<file path="src/rtl/i2s_pkg.sv">
// Shared types and elaboration helpers for the i2s_tx_stream transmitter.
// Optional build macro used by the top: I2S_TX_REPEAT_EN.
package i2s_pkg;

    typedef enum logic {
        I2S_MODE_PHILIPS = 1'b0,
        I2S_MODE_LJ      = 1'b1
    } i2s_mode_e;

    // Width of a counter that must hold values 0..n-1 (never narrower than 1 bit).
    function automatic int cnt_w(input int n);
        return (n > 1) ? $clog2(n) : 1;
    endfunction

    function automatic bit params_ok(input int data_w, input int slot_w, input int sclk_div);
        return (data_w >= 1) && (data_w <= slot_w) && (sclk_div >= 2) && ((sclk_div % 2) == 0);
    endfunction

endpackage

</file>
<file path="src/rtl/i2s_tx_stream_clkgen.sv">
// Bit-clock / word-select generator: divides clk_i2s down to SCLK and counts
// bit positions within a stereo frame, emitting fall and frame-load strobes.
module i2s_clkgen
    import i2s_pkg::*;
#(
    parameter int SLOT_W   = 32,
    parameter int SCLK_DIV = 4
) (
    input  logic clk_i2s,
    input  logic reset,
    output logic tx_sclk,
    output logic tx_lrclk,
    output logic fall_tick,
    output logic load_tick
);

    localparam int DW = cnt_w(SCLK_DIV);
    localparam int BW = cnt_w(2 * SLOT_W);
    localparam logic [DW-1:0] DIV_MAX     = DW'(SCLK_DIV - 1);
    localparam logic [DW-1:0] DIV_RISE_M1 = DW'(SCLK_DIV / 2 - 1);
    localparam logic [BW-1:0] BIT_MAX     = BW'(2 * SLOT_W - 1);
    localparam logic [BW-1:0] SLOT_START  = BW'(SLOT_W);

    logic [DW-1:0] div_q, div_d;
    logic [BW-1:0] bit_q, bit_d;
    logic          sclk_q, sclk_d;
    logic          lrclk_q, lrclk_d;

    // Strobes are asserted in the cycle before the edge they describe.
    assign fall_tick = (div_q == DIV_MAX);
    assign load_tick = fall_tick && (bit_q == BIT_MAX);

    always_comb begin
        div_d   = (div_q == DIV_MAX) ? '0 : div_q + 1'b1;
        bit_d   = bit_q;
        sclk_d  = sclk_q;
        lrclk_d = lrclk_q;
        if (fall_tick) begin
            bit_d   = (bit_q == BIT_MAX) ? '0 : bit_q + 1'b1;
            sclk_d  = 1'b0;
            lrclk_d = (bit_d >= SLOT_START);
        end else if (div_q == DIV_RISE_M1) begin
            sclk_d = 1'b1;
        end
    end

    always_ff @(posedge clk_i2s or posedge reset) begin
        if (reset) begin
            div_q   <= DIV_MAX;
            bit_q   <= BIT_MAX;
            sclk_q  <= 1'b1;
            lrclk_q <= 1'b1;
        end else begin
            div_q   <= div_d;
            bit_q   <= bit_d;
            sclk_q  <= sclk_d;
            lrclk_q <= lrclk_d;
        end
    end

    assign tx_sclk  = sclk_q;
    assign tx_lrclk = lrclk_q;

endmodule

</file>
<file path="src/rtl/i2s_tx_stream.sv">
// Stereo I2S / left-justified transmitter fed by a valid/ready stream through a
// one-entry holding register. Define I2S_TX_REPEAT_EN to repeat the last pair on underrun.
module i2s_tx_stream
    import i2s_pkg::*;
#(
    parameter int        DATA_W   = 24,
    parameter int        SLOT_W   = 32,
    parameter int        SCLK_DIV = 4,
    parameter i2s_mode_e MODE     = I2S_MODE_PHILIPS
) (
    input  logic              clk_i2s,
    input  logic              reset,
    input  logic              tx_valid,
    output logic              tx_ready,
    input  logic [DATA_W-1:0] tx_data_l,
    input  logic [DATA_W-1:0] tx_data_r,
    output logic              tx_mclk,
    output logic              tx_sclk,
    output logic              tx_lrclk,
    output logic              tx_sd,
    output logic              tx_underrun
`ifdef I2S_TX_REPEAT_EN
    ,
    output logic [7:0]        tx_underrun_cnt
`endif
);

    localparam int FW = 2 * SLOT_W;

    if (!params_ok(DATA_W, SLOT_W, SCLK_DIV)) begin : g_param_err
        $error("i2s_tx_stream: illegal DATA_W/SLOT_W/SCLK_DIV combination");
    end

    logic fall_tick, load_tick;

    i2s_clkgen #(
        .SLOT_W   (SLOT_W),
        .SCLK_DIV (SCLK_DIV)
    ) u_clkgen (
        .clk_i2s   (clk_i2s),
        .reset     (reset),
        .tx_sclk   (tx_sclk),
        .tx_lrclk  (tx_lrclk),
        .fall_tick (fall_tick),
        .load_tick (load_tick)
    );

    logic              hold_full_q, hold_full_d;
    logic [DATA_W-1:0] hold_l_q, hold_l_d;
    logic [DATA_W-1:0] hold_r_q, hold_r_d;
    logic [FW-1:0]     shift_q, shift_d;
    logic              dly_q, dly_d;
    logic              sd_q, sd_d;
    logic              underrun_q, underrun_d;
    logic [SLOT_W-1:0] slot_l, slot_r;
    logic [FW-1:0]     load_frame;
    logic [FW-1:0]     underrun_frame;
    logic              accept;

`ifdef I2S_TX_REPEAT_EN
    logic [FW-1:0] last_q, last_d;
    logic [7:0]    ur_cnt_q, ur_cnt_d;
`endif

    // The hold register may be refilled in the same cycle it drains into the shifter.
    assign tx_ready = ~hold_full_q | load_tick;
    assign accept   = tx_valid & tx_ready;

    always_comb begin
        slot_l = '0;
        slot_r = '0;
        slot_l[SLOT_W-1 -: DATA_W] = hold_l_q;
        slot_r[SLOT_W-1 -: DATA_W] = hold_r_q;
        load_frame = {slot_l, slot_r};
    end

`ifdef I2S_TX_REPEAT_EN
    assign underrun_frame = last_q;
`else
    assign underrun_frame = '0;
`endif

    always_comb begin
        hold_full_d = hold_full_q;
        hold_l_d    = hold_l_q;
        hold_r_d    = hold_r_q;
        shift_d     = shift_q;
        dly_d       = dly_q;
        sd_d        = sd_q;
        underrun_d  = 1'b0;
`ifdef I2S_TX_REPEAT_EN
        last_d   = last_q;
        ur_cnt_d = ur_cnt_q;
`endif

        if (accept) begin
            hold_full_d = 1'b1;
            hold_l_d    = tx_data_l;
            hold_r_d    = tx_data_r;
        end else if (load_tick) begin
            hold_full_d = 1'b0;
        end

        if (load_tick) begin
            if (hold_full_q) begin
                shift_d = load_frame;
`ifdef I2S_TX_REPEAT_EN
                last_d = load_frame;
`endif
            end else begin
                shift_d    = underrun_frame;
                underrun_d = 1'b1;
`ifdef I2S_TX_REPEAT_EN
                if (ur_cnt_q != 8'hFF) ur_cnt_d = ur_cnt_q + 8'd1;
`endif
            end
        end else if (fall_tick) begin
            shift_d = shift_q << 1;
        end

        // Philips framing delays the data by one SCLK through dly_q.
        if (fall_tick) begin
            dly_d = shift_d[FW-1];
            sd_d  = (MODE == I2S_MODE_LJ) ? shift_d[FW-1] : dly_q;
        end
    end

    always_ff @(posedge clk_i2s or posedge reset) begin
        if (reset) begin
            hold_full_q <= 1'b0;
            hold_l_q    <= '0;
            hold_r_q    <= '0;
            shift_q     <= '0;
            dly_q       <= 1'b0;
            sd_q        <= 1'b0;
            underrun_q  <= 1'b0;
        end else begin
            hold_full_q <= hold_full_d;
            hold_l_q    <= hold_l_d;
            hold_r_q    <= hold_r_d;
            shift_q     <= shift_d;
            dly_q       <= dly_d;
            sd_q        <= sd_d;
            underrun_q  <= underrun_d;
        end
    end

`ifdef I2S_TX_REPEAT_EN
    always_ff @(posedge clk_i2s or posedge reset) begin
        if (reset) begin
            last_q   <= '0;
            ur_cnt_q <= '0;
        end else begin
            last_q   <= last_d;
            ur_cnt_q <= ur_cnt_d;
        end
    end

    assign tx_underrun_cnt = ur_cnt_q;
`endif

    assign tx_mclk     = clk_i2s;
    assign tx_sd       = sd_q;
    assign tx_underrun = underrun_q;

endmodule

</file>
<file path="config.mk">
export PLATFORM = sky130hd
export DESIGN_NAME = i2s_tx_stream
export DESIGN_NICKNAME = d
export VERILOG_FILES = /design/src/rtl/i2s_pkg.sv /design/src/rtl/i2s_tx_stream_clkgen.sv /design/src/rtl/i2s_tx_stream.sv
export SDC_FILE = /design/constraint.sdc
export NUM_CORES = 1
export LEC_CHECK = 0
export ABC_AREA = 1
export BUFFER_PORTS_ARGS = -buffer_cell sky130_fd_sc_hd__clkbuf_2
export CORE_MARGIN = 5
export CORE_UTILIZATION = 55
export CTS_BUF_LIST = sky130_fd_sc_hd__clkbuf_4
export DETAILED_ROUTE_END_ITERATION = 12
export PLACE_DENSITY = 0.8
export SYNTH_ARGS = -nofsm -noshare
export SYNTH_HDL_FRONTEND = slang
export SYNTH_SLANG_ARGS = --single-unit
</file>
<file path="constraint.sdc">
create_clock -name clk_i2s -period 4.1 [get_ports clk_i2s]
set_clock_uncertainty 0.1 [all_clocks]
set_input_delay 0.205 -clock clk_i2s [delete_from_list [all_inputs] [get_ports clk_i2s]]
set_output_delay 0.205 -clock clk_i2s [all_outputs]
set_load 0.005 [all_outputs]
</file>
==> results.ini <==
[run_status]
status=finished, final reports clean

[timing]
setup_tns_ns=0
max_slew_margin_pct=30.34
fmax_ghz=0.3001
worst_pin_slew_ns=1.044
rsz0062_at_grt=no
period_minus_slack_ns=3.332
slew_viol_final=0
setup_viol=0
finalCritPeriodShare_pct=81.28
finalHoldViolCount=0
hold_slack_ns=0.08888

[setup_path]
critPathMaxFanout=73
worstSetupPathType=flop to primary output
crit_slowest_cell=dfstp_2
cp-start-kind=flop
critPathRequiredTime_ns=3.80
endpoint_kind=primary output
crit_top_cell=buf_4
max_stage_delay_ns=0.58
crit_chain=ha_2, buf_4, nand3_2, nand2_2, buf_4, clkbuf_2
arrival_ns=3.03

[drt]
dr.pass1.iters=6
ant_nets=0
dr_total_vias=4890
drt_wl_total_microns=13000
drc=0
wl_per_cell_microns=14.49
drt-initial-drc-count=392
viasPerCell=5.452

[die]
die_h_microns=110.7
floorplan.die.width_microns=110.7
coreArea_sq_mm=0.009819
initial_core_util_pct=56.83
row_count=36
die_area_sq_mm=0.01226
io_pins=57

[place]
gp_congestion=0.7665
post-place-cells=813
dpl.hpwl_microns=7154
io_buffer_count=56

[global_routing]
grt_max_degree=74
grt-ovfl-total=0
grt_first_pass_wirelength_microns=22830
antenna_found_initial=0
gr-usage-all-layers_pct=22.65
grt_pass1_vias=4866

[pwr]
max-vdd-ir-drop_mv=0.2327
total_power_w=0.002269
power_density_mw_per_mm2=339.8
p_leak_nw=3.590

[yosys]
syn_avg_cell_area_sq_um=8.379
ys_seq_elements=125
synth_cell_types=23
synth_area_leaders=dfrtp_1, nand2_1, nand3_1, dfstp_2, nand4_1
async_reset_ff_share_pct=100.0
synth_nets=721
synth_top_area_share_pct=51.57
yosys-top-cells-count=nand2_1, nand3_1, dfrtp_1, nand4_1, inv_1
ys_seq_area_share_pct=56.28
synthCells=666
ys.flop_type=dfrtp_1
synth_top_area_cell=dfrtp_1
yosysMostFrequentCell=nand2_1
synth_edf_count=0
syn_area_sq_mm=0.005580
yosysWarningCount=0

[layout]
area_delta_synth_final_pct=19.64
drive_above_1_share_pct=15.84
nNetsFinal=806
fin_cells=897
n_antenna_cell=0

[min_path]
hold_path.class=input pin to flop

[clock_tree]
clk_latency_ns=0.63
cts.clk_slew.worst_paths_ns=0.10
post_cts_resized=0
cts_setup_buffers=0
cts_tree=built
holdBufCountCts=49

[run]
drv_cap=0

==> flip-flops by register name, summed over array words and instances, names as in the netlist <==
signal,flops
tx_underrun,1
dly_q,1
hold_r_q,24
tx_sd,1
u_clkgen.tx_lrclk,1
hold_l_q,24
u_clkgen.tx_sclk,1
shift_q,63
hold_full_q,1
u_clkgen.bit_q,6
u_clkgen.div_q,2
==> layout make-up <==
class,count,area (sq um)
timing repair buffer,113,833.3
sequential,125,3141
inverter,32,122.6
clock buffer,27,200.2
multi-input combinational,458,2095
clock inverter,9,118.9
tap,133,166.4
fill,801,3143
==> path summary, 6_finish.rpt <==
path | startpoint | cells after the start | to | slack, ns
worst min-delay path | tx_valid | 4 | hold_l_q[8] | 0.09
min in group asynchronous | reset | 3 | hold_l_q[11] | 0.18
worst max register to register | u_clkgen.div_q[0] | 7 | hold_r_q[13] | 1.28
worst min register to register | u_clkgen.tx_lrclk | 2 | u_clkgen.tx_lrclk | 0.37
max in group asynchronous | reset | 4 | u_clkgen.div_q[1] | 2.77
worst max-delay path | u_clkgen.div_q[0] | 6 | tx_ready | 0.77
==> layout by cell type, fill, tap and decap left out, types with 10 or more instances in the layout <==
cell type      Yosys  final
nand3_1          154    154
nand2_1          230    230
dfstp_2           10     10
dfrtp_1          115    115
nand4_1           34     34
dlygate4sd3_1      0     49
clkbuf_4           0     26
o21ai_0           18     18
clkbuf_2           0     56
inv_1             30     29
==> power breakdown <==
group          switching (W)  internal [W]  leakage [nW]   total, W
Clock               0.000444      0.000496         0.187   0.000940
Sequential                 0       0.00123          1.71    0.00123
Combinational      0.0000470     0.0000492          1.70  0.0000961
Total               0.000491       0.00178          3.59    0.00227
==> worst max-delay path: cells and delay by family (launching register included) <==
| family | cells | cell delay [ns] |
|---|---|---|
| buf+inv | 3 | 1.24 |
| flops | 1 | 0.58 |
| simple gates | 2 | 0.35 |
| fa+ha+maj | 1 | 0.19 |
==> layer usage <==
layer,global-route usage (%),wire (microns),up-vias
met5,0,0,-
li1,-,-,2357
met2,36.04,6413,155
met1,28.57,5572,2350
met3,5.841,732,28
met4,11.74,281,0
==> kinds of logic (layout without fill, tap and decap cells) <==
| logic type | count (synthesis) | in the layout | synth area share [%] |
|---|---|---|---|
| simple gates | 433 | 433 | 34.53 |
| flops | 125 | 125 | 56.28 |
| fa+ha+maj | 4 | 4 | 0.8969 |
| compound gates | 19 | 19 | 1.704 |
| buf+inv | 83 | 181 | 6.278 |
| xor+xnor | 2 | 2 | 0.3140 |
==> per-stage QoR <==
stage                     util (%)  setup slack, ns  cell area, sq um
after detailed placement     59.80            1.333              5872
final                        67.99           0.7677              6676
after global routing         67.99           0.5606              6676
after floorplan                  -           0.4840              5580
after global placement       59.80            1.456              5872
after CTS                    67.99           0.7847              6676
(Power assumes the default switching activity.)
